===== config.mk =====
export PLATFORM = sky130hd
export DESIGN_NAME = constraint_sample_gen
export DESIGN_NICKNAME = d
export VERILOG_FILES = /design/src/rtl/constraint_sample_gen_pkg.sv /design/src/rtl/constraint_sample_gen_lfsr.sv /design/src/rtl/constraint_sample_gen.sv
export SDC_FILE = /design/constraint.sdc
export NUM_CORES = 1
export LEC_CHECK = 0
export ABC_CLOCK_PERIOD_IN_PS = 13200
export CORE_ASPECT_RATIO = 0.9
export CORE_MARGIN = 4
export CORE_UTILIZATION = 51
export DETAILED_ROUTE_END_ITERATION = 8
export HOLD_SLACK_MARGIN = 0.02
export PLACE_DENSITY = 0.86
export SLEW_MARGIN = 25
export SYNTH_ARGS = -nofsm -noshare
export SYNTH_HDL_FRONTEND = slang
export SYNTH_HIERARCHICAL = 1
export SYNTH_SLANG_ARGS = --single-unit

===== constraint.sdc =====
create_clock -name clk -period 13.2 [get_ports clk]
set_clock_uncertainty 0.15 [all_clocks]
set_input_delay 3.3 -clock clk [delete_from_list [all_inputs] [get_ports clk]]
set_output_delay 3.3 -clock clk [all_outputs]
set_load 0.02 [all_outputs]

===== src/rtl/constraint_sample_gen_pkg.sv =====
// Shared types and helpers for the constrained sample generator.
// FSM states, LFSR tap constants and the chunk-count helper.
package sampler_pkg;

    typedef enum logic [1:0] {
        IDLE  = 2'd0,
        GEN   = 2'd1,
        CHECK = 2'd2,
        HOLD  = 2'd3
    } state_t;

    // x^32 + x^22 + x^2 + x + 1, right-shifting Galois form
    localparam logic [31:0] LFSR_TAPS_32 = 32'h80200003;

    function automatic int nchunk(input int vec_w, input int lfsr_w);
        return (vec_w + lfsr_w - 1) / lfsr_w;
    endfunction

    // Maximal-length taps for the common widths; other widths get a plain x^w+1 feedback.
    function automatic logic [63:0] lfsr_taps(input int w);
        logic [63:0] t;
        case (w)
            8:       t = 64'h0000_0000_0000_00B8;
            16:      t = 64'h0000_0000_0000_B400;
            32:      t = {32'h0, LFSR_TAPS_32};
            64:      t = 64'hD800_0000_0000_0000;
            default: t = 64'h1 << (w - 1);
        endcase
        return t;
    endfunction

endpackage


===== src/rtl/constraint_sample_gen_lfsr.sv =====
// Right-shifting Galois LFSR with loadable seed; an all-zero seed is replaced by 1
// so the register can never lock up.
module galois_lfsr #(
    parameter int           W    = 32,
    parameter logic [W-1:0] TAPS = W'(32'h80200003),
    parameter logic [W-1:0] SEED = W'(1)
) (
    input  logic         clk,
    input  logic         rst,
    input  logic         en,
    input  logic         load,
    input  logic [W-1:0] load_val,
    output logic [W-1:0] state
);

    localparam logic [W-1:0] SEED_EFF = (SEED == '0) ? W'(1) : SEED;

    always_ff @(posedge clk or posedge rst) begin
        if (rst) begin
            state <= SEED_EFF;
        end else if (load) begin
            state <= (load_val == '0) ? W'(1) : load_val;
        end else if (en) begin
            state <= (state >> 1) ^ (state[0] ? TAPS : '0);
        end
    end

endmodule


===== src/rtl/constraint_sample_gen.sv =====
// Builds candidates from LFSR chunks, presents them to an external checker,
// retries on reject and hands accepted samples out over valid/ready.
module constraint_sample_gen
    import sampler_pkg::*;
#(
    parameter int                VEC_W     = 64,
    parameter int                LFSR_W    = 32,
    parameter logic [LFSR_W-1:0] SEED      = LFSR_W'(1),
    parameter int                MAX_TRIES = 1024,
    parameter int                CNT_W     = 16
) (
    input  logic              clk,
    input  logic              rst,
    input  logic              seed_load,
    input  logic [LFSR_W-1:0] seed_i,
    input  logic              req_valid,
    output logic              req_ready,
    output logic [VEC_W-1:0]  cand_o,
    input  logic              sat_i,
    output logic              sample_valid,
    input  logic              sample_ready,
    output logic [VEC_W-1:0]  sample_data,
    output logic              give_up,
    output logic              busy,
    output logic [CNT_W-1:0]  tries_o,
    output logic [CNT_W-1:0]  accept_cnt,
    output logic [CNT_W-1:0]  reject_cnt
);

    localparam int                NCHUNK = nchunk(VEC_W, LFSR_W);
    localparam int                PAD_W  = NCHUNK * LFSR_W;
    localparam int                CIDX_W = (NCHUNK > 1) ? $clog2(NCHUNK) : 1;
    localparam logic [CIDX_W-1:0] LAST   = CIDX_W'(NCHUNK - 1);
    localparam logic [CNT_W-1:0]  CNT_MAX = '1;
    localparam logic [31:0]       MAX_T  = 32'(MAX_TRIES);
    localparam logic [LFSR_W-1:0] TAPS   = LFSR_W'(lfsr_taps(LFSR_W));

    state_t              state;
    logic [CIDX_W-1:0]   chunk_idx;
    logic [LFSR_W-1:0]   lfsr_state;
    logic [PAD_W-1:0]    cand_next;
    logic                lfsr_en;
    logic                lfsr_load;

    function automatic logic [CNT_W-1:0] sat_inc(input logic [CNT_W-1:0] v);
        return (v == CNT_MAX) ? v : v + 1'b1;
    endfunction

    assign lfsr_en   = (state == GEN);
    assign lfsr_load = seed_load && (state == IDLE);

    galois_lfsr #(
        .W    (LFSR_W),
        .TAPS (TAPS),
        .SEED (SEED)
    ) u_lfsr (
        .clk      (clk),
        .rst      (rst),
        .en       (lfsr_en),
        .load     (lfsr_load),
        .load_val (seed_i),
        .state    (lfsr_state)
    );

    // Overlay the current LFSR word onto the chunk slot being generated; the
    // padded top of the last chunk is dropped when the candidate is stored.
    always_comb begin
        cand_next = PAD_W'(cand_o);
        cand_next[int'(chunk_idx) * LFSR_W +: LFSR_W] = lfsr_state;
    end

    always_ff @(posedge clk or posedge rst) begin
        if (rst) begin
            state      <= IDLE;
            chunk_idx  <= '0;
            cand_o     <= '0;
            give_up    <= 1'b0;
            tries_o    <= '0;
            accept_cnt <= '0;
            reject_cnt <= '0;
        end else begin
            give_up <= 1'b0;
            case (state)
                IDLE: begin
                    if (req_valid && req_ready) begin
                        state     <= GEN;
                        chunk_idx <= '0;
                        tries_o   <= '0;
                    end
                end
                GEN: begin
                    cand_o <= cand_next[VEC_W-1:0];
                    if (chunk_idx == LAST) begin
                        chunk_idx <= '0;
                        state     <= CHECK;
                    end else begin
                        chunk_idx <= chunk_idx + 1'b1;
                    end
                end
                CHECK: begin
                    tries_o <= sat_inc(tries_o);
                    if (sat_i) begin
                        accept_cnt <= sat_inc(accept_cnt);
                        state      <= HOLD;
                    end else begin
                        reject_cnt <= sat_inc(reject_cnt);
                        if ((32'(tries_o) + 32'd1) < MAX_T) begin
                            state <= GEN;
                        end else begin
                            state   <= IDLE;
                            give_up <= 1'b1;
                        end
                    end
                end
                HOLD: begin
                    if (sample_ready) state <= IDLE;
                end
                default: state <= IDLE;
            endcase
        end
    end

    assign req_ready    = (state == IDLE) && !seed_load;
    assign sample_valid = (state == HOLD);
    assign sample_data  = cand_o;
    assign busy         = (state != IDLE);

endmodule

==> flow_summary.toml <==
[logic_synthesis]
async_flop_share_pct = 100
synth.mux.area_fraction_pct = 15.7
avgSynthCellArea_um2 = 11.4
ys_ff_latch = 148
syn_area_mm2 = 0.00710
synth-edff-count = 0
ys_warn_count = 6
synth_compound_area_share_pct = 5.85
synth_top_family_by_area = "multiplexers"
synth_top_cell_by_area = "dfrtp_1"
synth_seq_area_share_pct = 52.2
synthAdderAreaFrac_pct = 0.528
synth-simple-area-share_pct = 11.9
syn_inst = 623
ys.flop_type = "dfrtp_1"
yosysUniqueCellTypes = 49
yosys-top-cells-area = "dfrtp_1, mux2_2, buf_4"
yosys.area_share.xor_xnor_pct = 4.56
synth_top_cell_area_share_pct = 51.8
synthesis.nets = 664

[place]
gp_congestion = 0.843
io_buffer_count = 217
place_area_mm2 = 0.00892
dpl.hpwl_um = 12300

[critical_path]
arrival_ps = 4520
crit_fanout = 3
reg2reg_to = "cand_o[33]$_DFFE_PP0P_"
critPathRequiredTime_ps = 9750
critPathLaunchType = "primary input"
reg2reg_slack_ps = 10770
rr_worst_depth = 5
critical_path_class = "primary input to primary output"
end_kind = "primary output"
r2r_start = "state[1]$_DFFE_PP0P_"

[routing]
num_vias = 5301
drtAntennaViolNets = 0
drtIter0Drc = 280
dr.pass1.iters = 4
drc_errors = 0
avgRoutedWirePerCell_um = 18.4
viasPerCell = 5.55
drt_wl_total_um = 17600

[power]
comb_power_share_pct = 48.4
switching_share_pct = 38.0
p_switching_w = 0.000937
p_int_w = 0.00153
p_seq_share_pct = 32.8
p_leak_nw = 4.01
powerDensity_mw_per_mm2 = 259
peakVddDrop_v = 0.000122
finalPower_w = 0.00246
power_frac_clock_pct = 18.8

[cells_and_area]
antenna_cells = 0
nets = 817
layout-drive-gt1-share_pct = 14.5
area_delta_synth_final_pct = 33.9
final_cell_mix = "clkdlybuf4s50_1, dfrtp_1, mux2_2"
stdcell_area_mm2 = 0.00951
mostFrequentLayoutCell = "clkdlybuf4s50_1"

[clock_tree]
cts-root-buf = "clkbuf_16"
htree_levels = 4
cts.clk_slew.worst_paths_ps = 60
clockBufferDepth = 2
ctsResizeCount = 0
clk_latency_ps = 410
cts_tree = "done"
cts_made_buffers = 17
postCtsSetupBuffers = 0
ctsHoldBuffers = 0
clock-sinks = 148

[floorplan]
die-area_mm2 = 0.0159
core.rowCount = 40
coreArea_mm2 = 0.0135
die_w_um = 132
start_util_pct = 52.6
die_height_um = 120
ioPinCount = 218

[min_path]
hold-path-endpoint = "accept_cnt[15]$_DFFE_PP0P_"
worst_hold_path_type = "register to register"
holdPathStages = 1
min_from = "accept_cnt[15]$_DFFE_PP0P_"

[sta]
slew_viol_final = 0
fmax_ghz = 0.125
worstMarginPinSlew_ps = 918
setup_tns_ps = 0
setup_violations = 0
post-route-period-util_pct = 60.4
relSlewSlack_pct = 38.7
rsz0062_at_grt = "false"
finalHoldViolations = 0
period_minus_slack_ps = 7970

[outcome]
status = "complete, no violations"

[grt]
grt_pass1_wl_um = 28400
busiest_layer = "met2"
grt_max_degree = 81
gr-usage-met2_pct = 36.8
grt_overflow = 0
grtUsageMet1_pct = 29.2
grt_pass1_vias = 5443
antenna_found_initial = 0
grt_use_met3_pct = 5.91
grt_use_total_pct = 22.4

[flow_run]
maxCapViolCount = 0
## worst max-delay path by stage
stage                    from         to  slack, ps  cells after the start
floorplan           seed_load  req_ready       6110                      1
global placement    seed_load  req_ready       5240                      3
finish              seed_load  req_ready       5230                      3
detailed placement  seed_load  req_ready       5240                      3
CTS                 seed_load  req_ready       5220                      3
global route        seed_load  req_ready       5190                      3
## kinds of logic after synthesis
group | after synthesis
AND/OR/NAND/NOR | 160
multiplexers | 103
AO/OA/AOI/OAI | 71
XOR/XNOR | 37
buffers and inverters | 101
flip-flops | 148
adder cells (fa/ha/maj) | 3
## synthesized netlist by cell type, drive strengths merged, types with 4 or more instances
cell type,count
or3,5
mux2i,36
and3,6
or2,4
xor2,13
a21oi,7
nand2,56
nor4,14
nand3,24
inv,13
dfrtp,147
nand4,14
and4,6
o21ai,47
nor2,19
a31oi,4
mux2,67
xnor2,24
clkbuf,13
buf,75
## final cells by class
cell class / instances / area [um2]
Fill cell: 954 / 4000
Timing Repair Buffer: 222 / 2230
Clock inverter: 5 / 75.1
Inverter: 13 / 51.3
Sequential cell: 148 / 3700
Multi-Input combinational cell: 374 / 2750
Clock buffer: 25 / 485
Tap cell: 168 / 210
## metal layers
layer	part of all wire, %	wire length [um]
met1	42	7440
met2	49	8690
met3	6.8	1200
met4	1.4	245
met5	0	0
## state kept, by name, summed over array words and instances, names as in the netlist
| name | count |
|---|---|
| give_up | 1 |
| accept_cnt | 16 |
| reject_cnt | 16 |
| tries_o | 16 |
| state | 2 |
| u_lfsr/state | 32 |
| chunk_idx | 1 |
| cand_o | 64 |
## critical path, stage by stage
cell and delay (ps):
clkdlybuf4s50_1 420, nor2_1 170, clkdlybuf4s50_1 630
## metrics by stage
stage          utilization [%]  cells  hold slack, ps  worst slack (ps)
2_1_floorplan                -    623             351              6110
3_3_place_gp              66.0    924             329              5240
3_5_place_dp              66.0    924             345              5240
4_1_cts                   70.2    954             355              5220
5_1_grt                   70.4    955             384              5190
6_report                  70.4    955             349              5230
## power by group through the flow
stage          logic (W)  registers [W]  clock network, W
4_1_cts          0.00119       0.000811          0.000471
5_1_grt          0.00126       0.000840          0.000491
3_3_place_gp     0.00116       0.000798                 0
2_1_floorplan   0.000670       0.000903                 0
6_report         0.00119       0.000809          0.000463
3_5_place_dp     0.00119       0.000816                 0
(Power assumes the default switching activity.)
